### config.mk
export PLATFORM = sky130hd
export DESIGN_NAME = maze_walker_flat
export DESIGN_NICKNAME = d
export VERILOG_FILES = /design/src/rtl/maze_pkg.sv /design/src/rtl/maze_walker_if.sv /design/src/rtl/maze_key_decode.sv /design/src/rtl/maze_walker.sv /design/src/flat_wrapper.sv
export SDC_FILE = /design/constraint.sdc
export NUM_CORES = 1
export LEC_CHECK = 0
export ABC_CLOCK_PERIOD_IN_PS = 5030
export CORE_AREA = 2 2 215 217
export DETAILED_ROUTE_END_ITERATION = 8
export DIE_AREA = 0 0 217 219
export GPL_TIMING_DRIVEN = 0
export REMOVE_ABC_BUFFERS = 1
export SLEW_MARGIN = 20
export SYNTH_ARGS = -nofsm -noshare
export SYNTH_HDL_FRONTEND = slang
export SYNTH_HIERARCHICAL = 1
export SYNTH_SLANG_ARGS = --single-unit
### constraint.sdc
create_clock -name clk -period 5.03 [get_ports clk]
set_input_delay 1.006 -clock clk [delete_from_list [all_inputs] [get_ports clk]]
set_output_delay 1.006 -clock clk [all_outputs]
set_load 0.1 [all_outputs]
### src/rtl/maze_pkg.sv
// Shared widths, key codes, direction and FSM encodings for the maze walker.
package maze_pkg;

   localparam int unsigned COLS_DEF = 32;
   localparam int unsigned ROWS_DEF = 24;
   localparam int unsigned ROW_W    = 5;
   localparam int unsigned COL_W    = 5;
   localparam int unsigned ADDR_W   = 10;
   localparam int unsigned CODE_W   = 9;
   localparam int unsigned CNT_W    = 10;
   localparam int unsigned KEYS_W   = 512;

   localparam logic [CODE_W-1:0] KEY_W     = 9'h01D;
   localparam logic [CODE_W-1:0] KEY_A     = 9'h01C;
   localparam logic [CODE_W-1:0] KEY_S     = 9'h01B;
   localparam logic [CODE_W-1:0] KEY_D     = 9'h023;
   localparam logic [CODE_W-1:0] KEY_UP    = 9'h175;
   localparam logic [CODE_W-1:0] KEY_LEFT  = 9'h16B;
   localparam logic [CODE_W-1:0] KEY_DOWN  = 9'h172;
   localparam logic [CODE_W-1:0] KEY_RIGHT = 9'h174;

   typedef enum logic [1:0] {
      DIR_UP    = 2'd0,
      DIR_LEFT  = 2'd1,
      DIR_DOWN  = 2'd2,
      DIR_RIGHT = 2'd3
   } dir_t;

   typedef enum logic [1:0] {
      ST_IDLE = 2'd0,
      ST_REQ  = 2'd1,
      ST_WAIT = 2'd2,
      ST_DONE = 2'd3
   } state_t;

   typedef struct packed {
      logic [ROW_W-1:0] row;
      logic [COL_W-1:0] col;
   } cell_t;

endpackage

### src/rtl/maze_walker_if.sv
// Keyboard, wall-ROM and position/status signals of the maze walker.
interface maze_walker_if;
   import maze_pkg::*;

   logic                key_valid;
   logic [CODE_W-1:0]   last_change;
   logic [KEYS_W-1:0]   key_down;
   logic [ADDR_W-1:0]   wall_addr;
   logic                wall_bit;
   logic [ROW_W-1:0]    row;
   logic [COL_W-1:0]    column;
   logic                move;
   logic                bump;
   logic [CNT_W-1:0]    move_count;
   logic                game_state;

   modport slave (
      input  key_valid, last_change, key_down, wall_bit,
      output wall_addr, row, column, move, bump, move_count, game_state
   );

   modport master (
      output key_valid, last_change, key_down, wall_bit,
      input  wall_addr, row, column, move, bump, move_count, game_state
   );

endinterface

### src/rtl/maze_key_decode.sv
// Maps a key press to a move direction. Extended arrows are accepted only
// when ARROW_KEYS_EN is defined.
module maze_key_decode
   import maze_pkg::*;
(
   input  logic [CODE_W-1:0] last_change,
   input  logic [KEYS_W-1:0] key_down,
   output logic              dir_valid_c,
   output dir_t              dir_c
);

   always_comb begin
      dir_valid_c = 1'b0;
      dir_c       = DIR_UP;
      if (key_down[last_change]) begin
         case (last_change)
            KEY_W:     begin dir_valid_c = 1'b1; dir_c = DIR_UP;    end
            KEY_A:     begin dir_valid_c = 1'b1; dir_c = DIR_LEFT;  end
            KEY_S:     begin dir_valid_c = 1'b1; dir_c = DIR_DOWN;  end
            KEY_D:     begin dir_valid_c = 1'b1; dir_c = DIR_RIGHT; end
`ifdef ARROW_KEYS_EN
            KEY_UP:    begin dir_valid_c = 1'b1; dir_c = DIR_UP;    end
            KEY_LEFT:  begin dir_valid_c = 1'b1; dir_c = DIR_LEFT;  end
            KEY_DOWN:  begin dir_valid_c = 1'b1; dir_c = DIR_DOWN;  end
            KEY_RIGHT: begin dir_valid_c = 1'b1; dir_c = DIR_RIGHT; end
`else
`endif
            default:   begin dir_valid_c = 1'b0; dir_c = DIR_UP;    end
         endcase
      end
   end

endmodule

### src/rtl/maze_walker.sv
// Player position tracker: validates each key move against maze bounds and a
// wall ROM, then drives position, move/bump strobes, move counter and goal flag.
module maze_walker
   import maze_pkg::*;
#(
   parameter int unsigned COLS      = COLS_DEF,
   parameter int unsigned ROWS      = ROWS_DEF,
   parameter int unsigned START_ROW = 0,
   parameter int unsigned START_COL = 0,
   parameter int unsigned GOAL_ROW  = 23,
   parameter int unsigned GOAL_COL  = 31
)
(
   input  logic          clk,
   input  logic          rst,
   maze_walker_if.slave  bus
);

   localparam logic [CNT_W-1:0] CNT_MAX = '1;

   state_t             state;
   cell_t              tgt;
   logic               dir_valid_c;
   dir_t               dir_c;
   logic signed [5:0]  nr_c;
   logic signed [5:0]  nc_c;
   logic               oob_c;
   logic [ADDR_W-1:0]  addr_c;

   maze_key_decode u_decode (
      .last_change (bus.last_change),
      .key_down    (bus.key_down),
      .dir_valid_c (dir_valid_c),
      .dir_c       (dir_c)
   );

   // Candidate cell in 6-bit signed space so stepping off either edge shows up as negative.
   always_comb begin
      nr_c = $signed({1'b0, bus.row});
      nc_c = $signed({1'b0, bus.column});
      case (dir_c)
         DIR_UP:    nr_c = nr_c - 6'sd1;
         DIR_DOWN:  nr_c = nr_c + 6'sd1;
         DIR_LEFT:  nc_c = nc_c - 6'sd1;
         DIR_RIGHT: nc_c = nc_c + 6'sd1;
         default:   nr_c = nr_c;
      endcase
      oob_c  = nr_c[5] || (nr_c[4:0] > 5'(ROWS - 1)) ||
               nc_c[5] || (nc_c[4:0] > 5'(COLS - 1));
      addr_c = ADDR_W'(nr_c[4:0]) * ADDR_W'(COLS) + ADDR_W'(nc_c[4:0]);
   end

   always_ff @(posedge clk) begin
      if (!rst) begin
         state          <= ST_IDLE;
         tgt            <= '0;
         bus.wall_addr  <= '0;
         bus.row        <= ROW_W'(START_ROW);
         bus.column     <= COL_W'(START_COL);
         bus.move       <= 1'b0;
         bus.bump       <= 1'b0;
         bus.move_count <= '0;
         bus.game_state <= 1'b0;
      end else begin
         bus.move <= 1'b0;
         bus.bump <= 1'b0;
         case (state)
            ST_IDLE: begin
               if (bus.key_valid && dir_valid_c) begin
                  if (oob_c) begin
                     bus.bump <= 1'b1;
                  end else begin
                     tgt.row       <= nr_c[4:0];
                     tgt.col       <= nc_c[4:0];
                     bus.wall_addr <= addr_c;
                     state         <= ST_REQ;
                  end
               end
            end
            // ROM sees wall_addr this cycle; its data arrives during WAIT.
            ST_REQ: state <= ST_WAIT;
            ST_WAIT: begin
               if (bus.wall_bit) begin
                  bus.bump <= 1'b1;
                  state    <= ST_IDLE;
               end else begin
                  bus.row    <= tgt.row;
                  bus.column <= tgt.col;
                  bus.move   <= 1'b1;
                  if (bus.move_count != CNT_MAX)
                     bus.move_count <= bus.move_count + CNT_W'(1);
                  if (tgt.row == ROW_W'(GOAL_ROW) && tgt.col == COL_W'(GOAL_COL)) begin
                     bus.game_state <= 1'b1;
                     state          <= ST_DONE;
                  end else begin
                     state <= ST_IDLE;
                  end
               end
            end
            ST_DONE: bus.game_state <= 1'b1;
            default: state <= ST_IDLE;
         endcase
      end
   end

endmodule

### src/flat_wrapper.sv
// flat-port wrapper written by rule: the top's interface ports become plain ports
module maze_walker_flat import maze_pkg::*;
#(
   parameter int unsigned COLS      = COLS_DEF,
   parameter int unsigned ROWS      = ROWS_DEF,
   parameter int unsigned START_ROW = 0,
   parameter int unsigned START_COL = 0,
   parameter int unsigned GOAL_ROW  = 23,
   parameter int unsigned GOAL_COL  = 31
)
  (clk, rst, bus_key_valid, bus_last_change, bus_key_down, bus_wall_bit, bus_wall_addr, bus_row, bus_column, bus_move, bus_bump, bus_move_count, bus_game_state);
  maze_walker_if bus_i ();
  input  logic clk;
  input  logic rst;
  input wire logic [$bits(bus_i.key_valid)-1:0] bus_key_valid;
  input wire logic [$bits(bus_i.last_change)-1:0] bus_last_change;
  input wire logic [$bits(bus_i.key_down)-1:0] bus_key_down;
  input wire logic [$bits(bus_i.wall_bit)-1:0] bus_wall_bit;
  output wire logic [$bits(bus_i.wall_addr)-1:0] bus_wall_addr;
  output wire logic [$bits(bus_i.row)-1:0] bus_row;
  output wire logic [$bits(bus_i.column)-1:0] bus_column;
  output wire logic [$bits(bus_i.move)-1:0] bus_move;
  output wire logic [$bits(bus_i.bump)-1:0] bus_bump;
  output wire logic [$bits(bus_i.move_count)-1:0] bus_move_count;
  output wire logic [$bits(bus_i.game_state)-1:0] bus_game_state;
  assign bus_i.key_valid = bus_key_valid;
  assign bus_i.last_change = bus_last_change;
  assign bus_i.key_down = bus_key_down;
  assign bus_i.wall_bit = bus_wall_bit;
  assign bus_wall_addr = bus_i.wall_addr;
  assign bus_row = bus_i.row;
  assign bus_column = bus_i.column;
  assign bus_move = bus_i.move;
  assign bus_bump = bus_i.bump;
  assign bus_move_count = bus_i.move_count;
  assign bus_game_state = bus_i.game_state;
  maze_walker #(.COLS(COLS), .ROWS(ROWS), .START_ROW(START_ROW), .START_COL(START_COL), .GOAL_ROW(GOAL_ROW), .GOAL_COL(GOAL_COL)) u_core (.clk(clk), .rst(rst), .bus(bus_i));
endmodule
==> summary.md <==
| Metric | Value |
|---|---|
| Status | `finished, final reports clean` |
| Clock-pin slew on the worst setup and hold paths | `around 0.060 ns` |
| R2r worst-path depth | `8` |
| Clock latency at the later pin of the worst-skew pair | `around 0.28 ns` |
| Mapped cell area | `around 4400 µm²` |
| Slew headroom | `roughly 29%` |
| Drt pass-1 iters | `5` |
| Post-synthesis area per instance | `about 10 µm²` |
| Async SR Flop Fraction | `0%` |
| DIE AREA | `between 40000 and 50000 µm²` |
| Reg power frac | `between 20% and 30%` |
| Hold Fails Final Rpt | `0` |
| Avg WL per Cell | `about 16 µm` |
| Gpl congestion | `slightly below 0.8` |
| WL final | `~22000 µm` |
| Starting Density | `between 9 and 10%` |
| Switching share of power | `about a quarter` |
| Drc violations | `0` |
| Placed Cells incl. Taps | `about 1300` |
| Clk root buf | `clkbuf_16` |
| Psw | `between 200 and 300 µW` |
| DRT antenna net count | `0` |
| H-tree Lvls | `2` |
| Non-filler cells, final | `about 1400` |
| # setup viols final | `0` |
| HPWL Detailed | `17900 µm` |
| Clk_skew | `approximately 0.0039 ns` |
| #FFs+latches synth | `35` |
| Final min period | `a little under 5 ns` |
| Cells on Worst Hold Path | `2` |
| Share of cells above drive strength 1 | `approximately 18%` |
| IO Port Bufs | `roughly 300` |
| IO Count | `558` |
| Initial antenna violation count | `2` |
| CTS tree | `yes` |
| Most frequent cells in the layout | `292 x clkdlybuf4s50_1, 46 x nand2_1, 43 x mux4_2, 35 x dfxtp_1, 32 x a21oi_1` |
| Number of flops mapped to enable cells by yosys | `0` |
| Drt initial violations | `168` |
| Comb power frac | `between 40 and 50%` |
| Achievable frequency | `0.205 GHz` |
| Gr usage total | `under 10%` |
| Num CTS Buffers | `5` |
| Slew @ Worst Pin | `1.06 ns` |
| Clock power frac | `slightly below 30%` |
| Vias in the first global route | `5335` |
| Power Dens Cells | `around 120 nW/µm²` |
| Die Wd | `roughly 220 µm` |
| Syn-to-layout area delta | `97.6%` |
| Vias | `~5100` |
| Row count | `a little under 80` |
| Sequential element share of the synthesized area | `~16%` |
| Post-Place Setup Slack | `-2.33 ns` |
| Clock Path Buffers | `2` |
| Setup TNS | `0 ns` |
| Congestion Overflow GR | `0` |
| Crit Path Max Fanout | `5` |
| Syn Inst Count | `around 450` |
| Worst EP arrival | `between 5 and 6 ns` |
| Via-per-instance ratio | `roughly 3.8` |
| Yosys Warn Count | `6` |
| Clk sink count | `35` |
| CP Data Required Time | `around 5.2 ns` |
| Ant. Diodes | `0` |
| Commonest non-fill, non-tap cell in the layout | `clkdlybuf4s50_1` |
| Worst Setup End Kind | `register` |
| Main synth FF type | `dfxtp_1` |
| Min-delay worst type | `register to register` |
| CTS Hold Bufs | `0` |
| Total power | `1060 µW` |
| Max Slew Vio Count | `0` |
| Final nets | `between 1000 and 1500` |
| Worst Slack Setup Final | `about 0.14 ns` |
| Yosys cell types | `65` |
| Max Cap Viol | `0` |
| Int Power | `roughly 800 µW` |
| Die Y | `approximately 220 µm` |
| Leak Pwr | `between 0.002 and 0.003 µW` |
| Core box area | `about 45000 µm²` |
| Max IR drop VDD | `around 0.00014 V` |
| Pin count of the biggest net entering global routing | `56` |
| Critical path launch point type | `input port` |
| Critical path class | `input port to register` |
| First-pass GRT wire length | `31700 µm` |
| Tcrit/Tclk final | `between 90% and 100%` |
## flip-flops by register name, summed over array words and instances, names as in the netlist
signal	count
u_core/bus.row	5
u_core/bus.game_state	1
u_core/state	2
u_core/bus.bump	1
u_core/bus.column	5
u_core/bus.move	1
u_core/bus.move_count	10
u_core/bus.wall_addr	10
## path summary, 6_finish.rpt
kind	from	end	slack [ns]
worst max-delay path	bus_key_down[144]	u_core/state[1]$_SDFFE_PN0P_	0.14
worst min-delay path	u_core/bus.wall_addr[8]$_SDFFE_PN0P_	u_core/bus.row[3]$_SDFFE_PN0P_	0.51
worst min register to register	u_core/bus.wall_addr[8]$_SDFFE_PN0P_	u_core/bus.row[3]$_SDFFE_PN0P_	0.51
worst max register to register	u_core/state[0]$_SDFFE_PN0P_	u_core/state[0]$_SDFFE_PN0P_	2.55
## cells in the mapped netlist, drive strengths merged, types with 5 or more instances
library cell | number | area [µm²]
nor2 | 23 | 88.8
o21ai | 17 | 88.8
or3 | 5 | 31.3
buf | 24 | 193
mux2 | 11 | 124
dfxtp | 35 | 701
nand3 | 16 | 80.1
inv | 16 | 62.6
clkbuf | 8 | 30.0
xnor2 | 7 | 61.3
nand2 | 48 | 180
ha | 15 | 188
xor2 | 8 | 88.8
nand2b | 6 | 37.5
a21oi | 36 | 180
a211oi | 11 | 92.6
nor2b | 6 | 37.5
nor3 | 8 | 40.0
o22ai | 6 | 37.5
mux4 | 57 | 1340
mux2i | 21 | 210
nand4 | 7 | 43.8
## per-layer routing
layer  global-route usage [%]  up-vias  wire (µm)
met5                        0        -          0
met4                     2.67        0        646
met3                     1.47       27       1510
met2                     17.0      270      11400
met1                     10.1     2420       8640
li1                         -     2354          -
## layout make-up
type                       instances  area [µm²]
clock buffer                       6         139
clock inverter                     1        5.00
fill                            4974       36300
inverter                          16        62.6
multi-input combinational        361        3700
sequential                        35         701
tap                              600         751
timing repair buffer             331        3400
## cell families after synthesis
family                     after synthesis  synth area share, %
AOI/OAI and AO/OA                      102                 15.9
DFF                                     35                 15.8
adders and majority gates               17                 5.14
and+or+nand+nor                        138                 15.3
xor gates and xnor gates                15                 3.39
muxes                                   89                 37.8
buffers and inverters                   49                 6.64
## power by group through the flow
stage | clock network (µW) | registers [µW] | logic, µW
final | 309 | 277 | 469
after detailed placement | 0 | 283 | 439
after global routing | 332 | 277 | 497
after floorplan | 0 | 284 | 138
after global placement | 0 | 283 | 448
after CTS | 316 | 277 | 464
## worst max-delay path, cell delays in order
cell,delay [ns]
clkdlybuf4s50_1,0.41
mux4_1,0.50
mux2_2,0.32
a21oi_1,0.25
a31oi_2,0.15
a2111oi_4,0.36
buf_4,0.20
a21oi_4,0.08
inv_4,0.13
nand2_8,0.09
ha_4,0.28
a211oi_4,0.29
o211ai_1,0.13
buf_4,0.17
o21a_4,0.25
buf_4,0.14
a21boi_1,0.18
o32ai_2,0.09
## what timing repair did
item / CTS / global route
gates resized for setup: 32 / 40
cloned: 3 / 0
setup buffers: 13 / 13
pin swaps: 9 / 25
endpoints found under the setup margin: 13 / 13
## metrics by stage
step	hold slack, ns	instance area [µm²]	utilization (%)
after global placement	0.481	7960	17.7
after floorplan	0.478	4200	-
after detailed placement	0.499	8000	17.7
after global routing	0.523	8760	19.4
final	0.507	8760	19.4
after CTS	0.509	8480	18.8
No activity file was read; power rests on OpenSTA's default activity.
